**src/rtl/rf_wport_arbiter.sv**
```systemverilog
// Register-file write-port arbiter: the WB commit path has priority, while
// secondary long-latency results wait in a small FIFO with starvation relief.
module rf_wport_arbiter #(
  parameter int unsigned DEPTH      = 2,
  parameter int unsigned STARVE_MAX = 4
) (
  input  logic                         clk,
  input  logic                         resetn,
  input  logic                         wb_we,
  input  logic [4:0]                   wb_waddr,
  input  logic [31:0]                  wb_wdata,
  output logic                         wb_hold,
  input  logic                         lw_valid,
  input  logic [4:0]                   lw_waddr,
  input  logic [31:0]                  lw_wdata,
  output logic                         lw_ready,
  input  logic                         flush,
  output logic                         rf_we,
  output logic [4:0]                   rf_waddr,
  output logic [31:0]                  rf_wdata,
  output logic [$clog2(DEPTH+1)-1:0]   pend_cnt,
  output logic [31:0]                  busy_mask
);

  localparam int unsigned PW = (DEPTH > 1) ? $clog2(DEPTH) : 1;
  localparam int unsigned CW = $clog2(DEPTH + 1);
  localparam int unsigned SW = $clog2(STARVE_MAX + 1);

  logic [4:0]    q_addr [DEPTH];
  logic [31:0]   q_data [DEPTH];
  logic [PW-1:0] head;
  logic [PW-1:0] tail;
  logic [CW-1:0] count;
  logic [SW-1:0] starve_cnt;

  logic wb_use;
  logic pop;
  logic push;

  assign wb_hold  = (starve_cnt == SW'(STARVE_MAX)) && (count != '0);
  assign wb_use   = wb_we && (wb_waddr != 5'd0) && !wb_hold;
  assign pop      = !wb_use && (count != '0) && !flush;
  // A full FIFO refuses pushes even when the head pops in the same cycle.
  assign lw_ready = (count < CW'(DEPTH)) && !flush;
  assign push     = lw_valid && lw_ready && (lw_waddr != 5'd0);
  assign pend_cnt = count;

  // Same-cycle grant of the write port.
  always_comb begin
    rf_we    = 1'b0;
    rf_waddr = wb_waddr;
    rf_wdata = wb_wdata;
    if (wb_use) begin
      rf_we = 1'b1;
    end else if (pop) begin
      rf_we    = 1'b1;
      rf_waddr = q_addr[head];
      rf_wdata = q_data[head];
    end
  end

  // Destinations of all valid queued entries, from registered state only.
  always_comb begin
    busy_mask = '0;
    for (int unsigned k = 0; k < DEPTH; k++) begin
      if (CW'(k) < count) begin
        busy_mask[q_addr[PW'(head + PW'(k))]] = 1'b1;
      end
    end
    busy_mask[0] = 1'b0;
  end

  always_ff @(posedge clk) begin
    if (push) begin
      q_addr[tail] <= lw_waddr;
      q_data[tail] <= lw_wdata;
    end
  end

  always_ff @(posedge clk or negedge resetn) begin
    if (!resetn) begin
      head       <= '0;
      tail       <= '0;
      count      <= '0;
      starve_cnt <= '0;
    end else if (flush) begin
      head       <= '0;
      tail       <= '0;
      count      <= '0;
      starve_cnt <= '0;
    end else begin
      if (pop) begin
        head <= head + PW'(1);
      end
      if (push) begin
        tail <= tail + PW'(1);
      end
      count <= count + CW'(push) - CW'(pop);
      if (pop || (count == '0)) begin
        starve_cnt <= '0;
      end else if (starve_cnt != SW'(STARVE_MAX)) begin
        starve_cnt <= starve_cnt + SW'(1);
      end
    end
  end

endmodule

```
**config.mk**
```make
export PLATFORM = sky130hd
export DESIGN_NAME = rf_wport_arbiter
export DESIGN_NICKNAME = d
export VERILOG_FILES = /design/src/rtl/rf_wport_arbiter.sv
export SDC_FILE = /design/constraint.sdc
export NUM_CORES = 1
export LEC_CHECK = 0
export CORE_ASPECT_RATIO = 0.5
export CORE_MARGIN = 3
export CORE_UTILIZATION = 48
export DETAILED_ROUTE_END_ITERATION = 12
export PLACE_DENSITY = 0.86
export SYNTH_ARGS = -nofsm -noshare
export SYNTH_HDL_FRONTEND = slang
export SYNTH_SLANG_ARGS = --single-unit
```
**constraint.sdc**
```tcl
create_clock -name clk -period 4.94 [get_ports clk]
set_input_delay 0.988 -clock clk [delete_from_list [all_inputs] [get_ports clk]]
set_output_delay 0.988 -clock clk [all_outputs]
set_load 0.01 [all_outputs]
```
==> results.sh <==
export IMPL_status="finished, final reports clean"
export IMPL_drt_iter0_markers=185
export IMPL_rsz0062_at_grt="no"
export IMPL_p_comb_share_pct=25.5
export IMPL_synthArstFlopShare_pct=8.64
export IMPL_cts_tree="built"
export IMPL_ys_seq_area_share_pct=59.1
export IMPL_clock_latency_ns=0.33
export IMPL_wl_per_cell_um=17.7
export IMPL_fin_nets=567
export IMPL_numClockSinks=81
export IMPL_post_route_period_util_pct=90.8
export IMPL_drc_errors=0
export IMPL_die_w_um=136
export IMPL_power_density_nw_per_um2=335
export IMPL_timing_setup_tns_ns=0
export IMPL_fin_area_um2=5920
export IMPL_end_kind="output pin"
export IMPL_cts_setup_buffers=0
export IMPL_max_slew_margin_rel_pct=29.0
export IMPL_track_usage_pct=21.7
export IMPL_avgSynthCellArea_um2=11.8
export IMPL_final_cell_mix="clkdlybuf4s50_1 (151), a21oi_1 (75), edfxtp_1 (74)"
export IMPL_ir_drop_mv=0.224
export IMPL_drt_first_pass_iters=4
export IMPL_first_global_vias=3323
export IMPL_antenna_found_initial=0
export IMPL_ios=153
export IMPL_grt_max_degree=43
export IMPL_layout_commonest_cell="clkdlybuf4s50_1"
export IMPL_synthesis_area_um2=4050
export IMPL_cts_htree_levels=3
export IMPL_min_period_ns=4.48
export IMPL_gp_congestion=0.861
export IMPL_report_final_slew_viol_count=0
export IMPL_ys_warn_count=0
export IMPL_start_util_pct=52.2
export IMPL_syn_inst=344
export IMPL_die_h_um=71.0
export IMPL_port_buffers=151
export IMPL_placedInstanceArea_um2=5620
export IMPL_skew_ns=0.00519
export IMPL_p_int_mw=1.43
export IMPL_hpwlAfterDp_um=7330
export IMPL_maxCapViolations=0
export IMPL_drtAntennaViolNets=0
export IMPL_vias=3363
export IMPL_grt_overflow=0
export IMPL_cts_max_path_buffers=2
export IMPL_finalPower_mw=1.98
export IMPL_finalHoldViolations=0
export IMPL_required_ns=3.95
export IMPL_syn_nets=427
export IMPL_critPathKind="in2out"
export IMPL_fin_hold_ws_ns=0.481
export IMPL_synth_edf_count=74
export IMPL_setup_violations=0
export IMPL_p_switching_uw=548
export IMPL_syn_to_final_growth_pct=46.0
export IMPL_cts_resized=0
export IMPL_worstSetupStartpointType="input pin"
export IMPL_cts_clk_slew_worst_paths_ns=0.06
export IMPL_die_area_um2=9650
export IMPL_core_rowCount=22
export IMPL_grt_pass1_wl_um=16400
export IMPL_synth_ff_type="edfxtp_1"
export IMPL_swShare_pct=27.7
export IMPL_viasPerCell=5.63
export IMPL_cp_max_fo=42
export IMPL_reg2reg_slack_ns=2.72
export IMPL_worst_slew_pin_slew_ns=1.06
export IMPL_clock_power_share_pct=32.6
export IMPL_core_um2=7760
export IMPL_layout_drive_gt1_share_pct=5.52
export IMPL_worst_ep_arrival_time_ns=3.50
export IMPL_p_leak_nw=1.97
export IMPL_p_seq_share_pct=41.9
export IMPL_ys_ff_latch=81
export IMPL_cts_buffers=9
export IMPL_diodes=0
export IMPL_routed_wirelength_um=10600
export IMPL_cts_root_buf="clkbuf_16"
export IMPL_timing_fmax_ghz=0.223
export IMPL_holdBufCountCts=0
export IMPL_hp_class="reg2reg"
export IMPL_synth_cell_type_count=37
-- critical path: stages --
cell	delay, ns
clkdlybuf4s50_1	0.42
or3_1	0.44
o311ai_4	0.24
buf_4	0.44
a21oi_1	0.13
a21oi_1	0.19
clkdlybuf4s50_1	0.63
-- worst paths after layout --
| check | start | endpoint | depth (start not counted) |
|---|---|---|---|
| max | wb_waddr[1] | rf_wdata[25] | 7 |
| min reg2reg | starve_cnt[0] | starve_cnt[0] | 1 |
| min in group asynchronous | resetn | starve_cnt[0] | 1 |
| min | starve_cnt[0] | starve_cnt[0] | 1 |
| max reg2reg | pend_cnt[1] | q_data[1][9] | 3 |
| max in group asynchronous | resetn | head | 1 |
-- cell type report --
class | instances | area (um^2)
Clock buffer | 9 | 225
Clock inverter | 7 | 71.3
Fill cell | 522 | 1850
Inverter | 7 | 26.3
Multi-Input combinational cell | 229 | 1510
Sequential cell | 81 | 2400
Tap cell | 108 | 135
Timing Repair Buffer | 156 | 1550
-- sequential cells by signal (all words and copies together) (netlist names) --
signal      flops
starve_cnt      3
q_addr         10
tail            1
pend_cnt        2
head            1
q_data         64
-- logic make-up (layout without fill, tap and decap cells) --
logic type                 Yosys count  after routing  share of synthesized area [%]
xor gates and xnor gates             4              4                          0.864
and+or+nand+nor                     59             59                           7.84
adders and majority gates            4              4                           1.23
muxes                               39             39                           9.66
other                                1              1                         0.0925
buffers and inverters               34            179                           4.01
DFF                                 81             81                           59.1
AOI/OAI and AO/OA                  122            122                           17.2
-- per-layer routing --
layer	up-vias	routed length [um]	global-route usage [%]
met3	25	595	5.26
met1	1613	4190	25.0
met5	-	0	0
met2	121	5540	39.6
li1	1604	-	-
met4	0	238	7.93
-- metrics by stage --
step           utilization (%)  instances  setup slack (ns)
2_1_floorplan                -        344              1.34
3_3_place_gp              72.4        581             0.539
3_5_place_dp              72.4        581             0.509
4_1_cts                   76.2        597             0.444
5_1_grt                   76.2        597             0.368
6_report                  76.2        597             0.456
-- cell usage after synthesis (all sizes together), types with 7 or more instances --
library cell	instances	area, um^2
nor2	10	37.5
inv	7	26.3
a21oi	75	375
clkbuf	8	30.0
nand2	17	63.8
nor3b	7	52.6
mux2i	38	380
buf	19	106
edfxtp	74	2220
o22ai	31	194
dfrtp	7	175
o21ai	9	45.0
-- power by group through the flow --
stage / clock (mW) / combinational, mW / sequential, mW
3_5_place_dp: 0 / 0.499 / 0.844
5_1_grt: 0.686 / 0.542 / 0.836
4_1_cts: 0.653 / 0.506 / 0.830
2_1_floorplan: 0 / 0.289 / 0.822
3_3_place_gp: 0 / 0.489 / 0.840
6_report: 0.646 / 0.505 / 0.830
No activity file was read; power rests on OpenSTA's default activity.
